--- config.mk ---
export PLATFORM = sky130hd
export DESIGN_NAME = ov5640_sccb_wr_flat
export DESIGN_NICKNAME = d
export VERILOG_FILES = /design/src/rtl/ov5640_pkg.sv /design/src/rtl/ov5640_sccb_wr_if.sv /design/src/rtl/ov5640_sccb_wr_qtick.sv /design/src/rtl/ov5640_sccb_wr.sv /design/src/flat_wrapper.sv
export SDC_FILE = /design/constraint.sdc
export NUM_CORES = 1
export LEC_CHECK = 0
export BUFFER_PORTS_ARGS = -buffer_cell sky130_fd_sc_hd__buf_2
export CAP_MARGIN = 0
export CORE_MARGIN = 4
export CORE_UTILIZATION = 43
export CTS_BUF_LIST = sky130_fd_sc_hd__clkbuf_8
export DETAILED_ROUTE_END_ITERATION = 12
export GPL_TIMING_DRIVEN = 0
export PLACE_DENSITY_LB_ADDON = 0.1
export SYNTH_ARGS = -nofsm -noshare
export SYNTH_HDL_FRONTEND = slang
export SYNTH_SLANG_ARGS = --single-unit
--- constraint.sdc ---
create_clock -name sclk -period 3.2 [get_ports sclk]
set_input_delay 0.64 -clock sclk [delete_from_list [all_inputs] [get_ports sclk]]
set_output_delay 0.64 -clock sclk [all_outputs]
set_load 0.05 [all_outputs]
--- src/rtl/ov5640_pkg.sv ---
// Shared types and constants for the OV5640 SCCB write master.
package ov5640_pkg;

  typedef enum logic [2:0] {
    IDLE,
    START,
    BIT,
    XBIT,
    STOP,
    GAP
  } sccb_state_e;

  // 4 quarters START + 4 bytes * 9 bits * 4 quarters + 4 quarters STOP
  localparam int         FRAME_QUARTERS = 152;
  localparam logic [7:0] DEV_ID_DEFAULT = 8'h78;

endpackage

--- src/rtl/ov5640_sccb_wr_if.sv ---
// Write-request handshake between the register sequencer and the SCCB master.
interface ov5640_sccb_wr_if;
  logic        wr_valid;
  logic [15:0] wr_addr;
  logic [7:0]  wr_data;
  logic        wr_ready;

  modport master (output wr_valid, wr_addr, wr_data, input wr_ready);
  modport slave  (input wr_valid, wr_addr, wr_data, output wr_ready);
endinterface

--- src/rtl/ov5640_sccb_wr_qtick.sv ---
// Quarter-SCL-period tick generator: one tick every CLK_DIV cycles plus a
// free-running 2-bit quarter index. clr restarts both so a frame starts at q0.
module sccb_qtick #(
  parameter int CLK_DIV = 50
) (
  input  logic       clk,
  input  logic       rst,
  input  logic       clr,
  output logic       tick,
  output logic [1:0] quarter
);

  localparam int            CW   = (CLK_DIV > 1) ? $clog2(CLK_DIV) : 1;
  localparam logic [CW-1:0] LAST = CW'(CLK_DIV - 1);

  logic [CW-1:0] cnt;

  assign tick = (cnt == LAST);

  // divider counter and quarter index, restarted on clr
  always_ff @(posedge clk) begin
    if (rst || clr) begin
      cnt     <= '0;
      quarter <= '0;
    end else if (tick) begin
      cnt     <= '0;
      quarter <= quarter + 2'd1;
    end else begin
      cnt <= cnt + 1'b1;
    end
  end

endmodule

--- src/rtl/ov5640_sccb_wr.sv ---
// SCCB 3-phase write master for the OV5640: ID, addr_hi, addr_lo, data.
// Write-only; the 9th (ACK) bit is released and never looked at.
module ov5640_sccb_wr
  import ov5640_pkg::*;
#(
  parameter int         CLK_DIV    = 50,
  parameter logic [7:0] DEV_ID     = DEV_ID_DEFAULT,
  parameter int         STOP_GAP_Q = 4
) (
  input  logic              sclk,
  input  logic              s_rst,
  input  logic              sccb_begin,
  ov5640_sccb_wr_if.slave   wr,
  output logic              busy,
  output logic              done,
  output logic              sioc,
  output logic              siod_out,
  output logic              siod_oe
);

  localparam int            GW       = (STOP_GAP_Q > 1) ? $clog2(STOP_GAP_Q) : 1;
  localparam logic [GW-1:0] GAP_LAST = GW'((STOP_GAP_Q > 0) ? STOP_GAP_Q - 1 : 0);

  sccb_state_e   state, state_nxt;
  logic          begin_q;
  logic          accept;
  logic          tick;
  logic [1:0]    quarter;
  logic          phase_end;
  logic [31:0]   sh;
  logic [2:0]    bit_cnt;
  logic [1:0]    byte_cnt;
  logic [GW-1:0] gap_cnt;
  logic          done_nxt;
  logic          sd_hold;
  logic          sd_val;
  logic          sioc_c;
  logic          oe_c;

  assign wr.wr_ready = begin_q && (state == IDLE);
  assign accept      = wr.wr_valid && wr.wr_ready;
  assign phase_end   = tick && (quarter == 2'd3);
  assign busy        = (state != IDLE);
  assign sioc        = sioc_c;
  assign siod_oe     = oe_c;
  assign siod_out    = sd_val;

  sccb_qtick #(.CLK_DIV(CLK_DIV)) u_qtick (
    .clk     (sclk),
    .rst     (s_rst),
    .clr     (accept),
    .tick    (tick),
    .quarter (quarter)
  );

  // state, sticky begin latch, done pulse and last driven SIOD value
  always_ff @(posedge sclk) begin
    if (s_rst) begin
      state   <= IDLE;
      begin_q <= 1'b0;
      done    <= 1'b0;
      sd_hold <= 1'b1;
    end else begin
      state   <= state_nxt;
      begin_q <= begin_q | sccb_begin;
      done    <= done_nxt;
      sd_hold <= sd_val;
    end
  end

  // payload shifter, bit/byte position and stop-gap quarter count
  always_ff @(posedge sclk) begin
    if (s_rst) begin
      sh       <= '0;
      bit_cnt  <= 3'd7;
      byte_cnt <= 2'd0;
      gap_cnt  <= '0;
    end else begin
      if (accept) begin
        sh       <= {DEV_ID, wr.wr_addr, wr.wr_data};
        bit_cnt  <= 3'd7;
        byte_cnt <= 2'd0;
      end else if (phase_end) begin
        // bit_cnt wraps 0 -> 7 on its own, ready for the next byte
        if (state == BIT) begin
          sh      <= {sh[30:0], 1'b0};
          bit_cnt <= bit_cnt - 3'd1;
        end
        if (state == XBIT) byte_cnt <= byte_cnt + 2'd1;
      end
      if (state != GAP)  gap_cnt <= '0;
      else if (tick)     gap_cnt <= gap_cnt + 1'b1;
    end
  end

  // next state plus per-quarter SIOC/SIOD shaping
  always_comb begin
    state_nxt = state;
    done_nxt  = 1'b0;
    sioc_c    = 1'b1;
    oe_c      = 1'b0;
    sd_val    = sd_hold;
    case (state)
      IDLE: begin
        if (accept) state_nxt = START;
      end
      START: begin
        // SIOD falls at q1 with SIOC still high
        oe_c   = 1'b1;
        sioc_c = (quarter != 2'd3);
        sd_val = (quarter == 2'd0);
        if (phase_end) state_nxt = BIT;
      end
      BIT: begin
        oe_c   = 1'b1;
        sioc_c = (quarter == 2'd1) || (quarter == 2'd2);
        sd_val = sh[31];
        if (phase_end && bit_cnt == 3'd0) state_nxt = XBIT;
      end
      XBIT: begin
        sioc_c = (quarter == 2'd1) || (quarter == 2'd2);
        if (phase_end) state_nxt = (byte_cnt == 2'd3) ? STOP : BIT;
      end
      STOP: begin
        // SIOD rises at q2 with SIOC already high
        oe_c   = 1'b1;
        sioc_c = (quarter != 2'd0);
        sd_val = quarter[1];
        if (phase_end) begin
          if (STOP_GAP_Q == 0) begin
            state_nxt = IDLE;
            done_nxt  = 1'b1;
          end else begin
            state_nxt = GAP;
          end
        end
      end
      GAP: begin
        if (tick && gap_cnt == GAP_LAST) begin
          state_nxt = IDLE;
          done_nxt  = 1'b1;
        end
      end
      default: state_nxt = IDLE;
    endcase
  end

endmodule

--- src/flat_wrapper.sv ---
// flat-port wrapper written by rule: the top's interface ports become plain ports
module ov5640_sccb_wr_flat import ov5640_pkg::*;
#(
  parameter int         CLK_DIV    = 50,
  parameter logic [7:0] DEV_ID     = DEV_ID_DEFAULT,
  parameter int         STOP_GAP_Q = 4
)
  (sclk, s_rst, sccb_begin, busy, done, sioc, siod_out, siod_oe, wr_wr_valid, wr_wr_addr, wr_wr_data, wr_wr_ready);
  ov5640_sccb_wr_if wr_i ();
  input  logic sclk;
  input  logic s_rst;
  input  logic sccb_begin;
  output logic busy;
  output logic done;
  output logic sioc;
  output logic siod_out;
  output logic siod_oe;
  input wire logic [$bits(wr_i.wr_valid)-1:0] wr_wr_valid;
  input wire logic [$bits(wr_i.wr_addr)-1:0] wr_wr_addr;
  input wire logic [$bits(wr_i.wr_data)-1:0] wr_wr_data;
  output wire logic [$bits(wr_i.wr_ready)-1:0] wr_wr_ready;
  assign wr_i.wr_valid = wr_wr_valid;
  assign wr_i.wr_addr = wr_wr_addr;
  assign wr_i.wr_data = wr_wr_data;
  assign wr_wr_ready = wr_i.wr_ready;
  ov5640_sccb_wr #(.CLK_DIV(CLK_DIV), .DEV_ID(DEV_ID), .STOP_GAP_Q(STOP_GAP_Q)) u_core (.sclk(sclk), .s_rst(s_rst), .sccb_begin(sccb_begin), .wr(wr_i), .busy(busy), .done(done), .sioc(sioc), .siod_out(siod_out), .siod_oe(siod_oe));
endmodule
==> impl_metrics.yaml <==
sta:
  skew_ns: 0.00766
  slew_violations: 0
  period_needed_ns: 2.41
  finalCritPeriodShare_pct: 75.3
  tightest_slew_ns: 0.542
  hold_violations: 0
  slew_headroom_pct: 63.8
  worst_slack_ns: 0.789
  setup_viol: 0
  clock.fmax_ghz: 0.415
  fin_tns_setup_ns: 0
  grt_setup_unrepaired: "no"
setup_path:
  max_stage_delay_ns: 0.46
  crit_top_cell: "buf_2"
  critPathBufInv: 3
  r2r_cells: 8
  cp.required_ns: 2.56
  cp.arrival_ns: 1.77
  path_class: "reg2out"
  critPathMaxFanout: 10
  r2r_start: "u_core.u_qtick.cnt[1]"
  reg2reg_slack_ns: 1.52
  end_kind: "output pin"
  crit_slowest_cell: "dfxtp_1"
  r2r-end: "u_core.sh[19]"
  cp_cell_sequence: "buf_2 -> inv_1 -> a21oi_1 -> o221a_2 -> buf_2"
  worstSetupStartpointType: "flop"
  worst_path_dominant_cell_family: "buffers and inverters"
placement:
  place_congestion: 0.818
  hpwl_mm: 3.71
  place_ws_ns: 1.13
  io_buffers: 32
  placedCellCount: 380
clock_network:
  numCtsBuffers: 5
  postCtsSetupBuffers: 0
  clock_latency_ns: 0.31
  htree_levels: 2
  postCtsHoldBufs: 0
  cts_resized: 0
  cts-root-buf: "clkbuf_8"
  clock-sinks: 53
  tritoncts: "yes"
  cts_max_path_buffers: 2
  clk_pin_slew_worst_paths_ns: 0.09
logic_synthesis:
  syn_area_sq_um: 2430
  synth_top_area_share_pct: 43.6
  synth.distinct_cells: 41
  syn_area_per_cell_sq_um: 8.82
  syn_inst: 276
  ys_ff_latch: 53
  syn_nets: 312
  async_flop_share_pct: 0
  yosys.area.top_type: "dfxtp_1"
  yosysWarnings: 0
  yosysMostFrequentCell: "dfxtp_1"
  ys.flop_type: "dfxtp_1"
  ys_seq_area_share_pct: 43.6
  synth_edf_count: 0
  synthTopCellsByCount: "53 x dfxtp_1, 34 x nor2_1, 29 x a21oi_1, 25 x nand3_1, 19 x a22oi_1"
  synth_area_leaders: "dfxtp_1 44%, a21oi_1 6.0%, a22oi_1 5.9%"
cells_and_area:
  diodes: 0
  area_delta_synth_final_pct: 15.0
  utilization_pct: 50.8
  drive_gt1_share_pct: 20.6
  final_nets: 351
  final_cells: 388
detailed_routing:
  viasPerCell: 5.24
  wire_per_inst_um: 13.2
  detailroute.via_count: 2034
  drt-total-wl_mm: 5.12
  drtIter0Drc: 91
  drcViolationCount: 0
  antenna_left: 0
  dr.pass1.iters: 4
worst_hold_path:
  hold_class: "reg2reg"
  hold_path_depth: 2
  holdPathEnd: "u_core.sh[26]"
  hold_path_startpoint: "u_core.sh[25]"
grt:
  grt_max_degree: 18
  grtUsageTotal_pct: 15.3
  antenna_found_initial: 0
  grt_pass1_wl_mm: 8.85
  grt_pass1_vias: 1905
  gr-total-overflow: 0
floorplan:
  die_w_um: 83.2
  die-area_sq_um: 6930
  boundaryPins: 34
  rows: 27
  die_h_um: 83.2
  core_sq_um: 5510
  initial_utilization_pct: 44.2
pwr:
  p_leak_nw: 1.13
  power_density_nw_per_um2: 511
  power_w: 0.00143
  peakVddDrop_mv: 0.240
job:
  cap_violations: 0
status:
  outcome: "completed"
[stage by stage]
stage	instance area, sq um	hold slack (ns)
final	2800	0.457
after global routing	2800	0.481
after CTS	2800	0.464
after detailed placement	2680	0.445
after global placement	2680	0.438
after floorplan	2430	0.432
[layer usage]
metal,global-route usage [%],part of all wire (%)
met1,21.9,49
met2,22.9,45
met3,3.97,4.5
met4,4.01,0.57
met5,0,0
[worst max-delay path by stage]
stage,from,end,cells past startpoint
2_1_floorplan,u_core.state[1],sioc,5
5_1_grt,u_core.state[0],siod_out,5
3_3_place_gp,u_core.state[0],siod_out,5
3_5_place_dp,u_core.state[0],siod_out,5
6_report,u_core.state[0],siod_out,5
4_1_cts,u_core.state[0],siod_out,5
[logic make-up after synthesis]
logic type                 share of synthesized area, %
AOI/OAI and AO/OA                                  15.1
xor gates and xnor gates                           3.24
DFF                                                43.6
and+or+nand+nor                                    25.5
muxes                                              2.11
buffers and inverters                              6.37
adders and majority gates                          4.11
[placed cells by master (no fill, tap or decap), drive strengths merged]
cell type and count:
clkinv 1, mux2 1, mux2i 4, nor3b 3, nand3 26, o22ai 1, nand3b 2, o311ai 1
ha 8, a31oi 2, and4 2, o21a 1, nor3 14, o221a 1, clkbuf 11, a21oi 29
and3 3, inv 7, xor2 4, dfxtp 53, o211ai 2, clkinvlp 1, o21ai 2, xnor2 5
nand2 17, a211oi 1, nor2b 2, nor2 34, nor4 5, and2 3, bufinv 1, a22oi 19
buf 46, nand2b 2, and4bb 1, or2 1
[final cells by class]
type                       count  area (sq um)
clock inverter                 3          46.3
clock buffer                   5          68.8
buffer                        20           129
inverter                       7          26.3
tap                           72          90.1
sequential                    53          1060
fill                         543          2710
timing repair buffer          32           160
multi-input combinational    196          1220
[report_power, final]
group | internal [W] | switching (W) | total, W
clock | 0.000234 | 0.000232 | 0.000466
combinational | 0.0000868 | 0.000157 | 0.000243
sequential | 0.000694 | 0.0000273 | 0.000722
total | 0.00102 | 0.000415 | 0.00143
[worst register-to-register path: stages, from the launching register on]
cell and delay (ns):
dfxtp_1 0.36, inv_1 0.05, ha_1 0.19, and4bb_1 0.25, and3_1 0.16, buf_4 0.16
buf_6 0.14, a22oi_1 0.17, a21oi_1 0.09
[state kept, by name, summed over array words and instances (netlist names), 2 cells and up]
name and count:
u_core.bit_cnt 3, u_core.state 3, u_core.u_qtick.quarter 2, u_core.sh 32, u_core.gap_cnt 2, u_core.u_qtick.cnt 6, u_core.byte_cnt 2
Power figures use the tool's default switching activity.
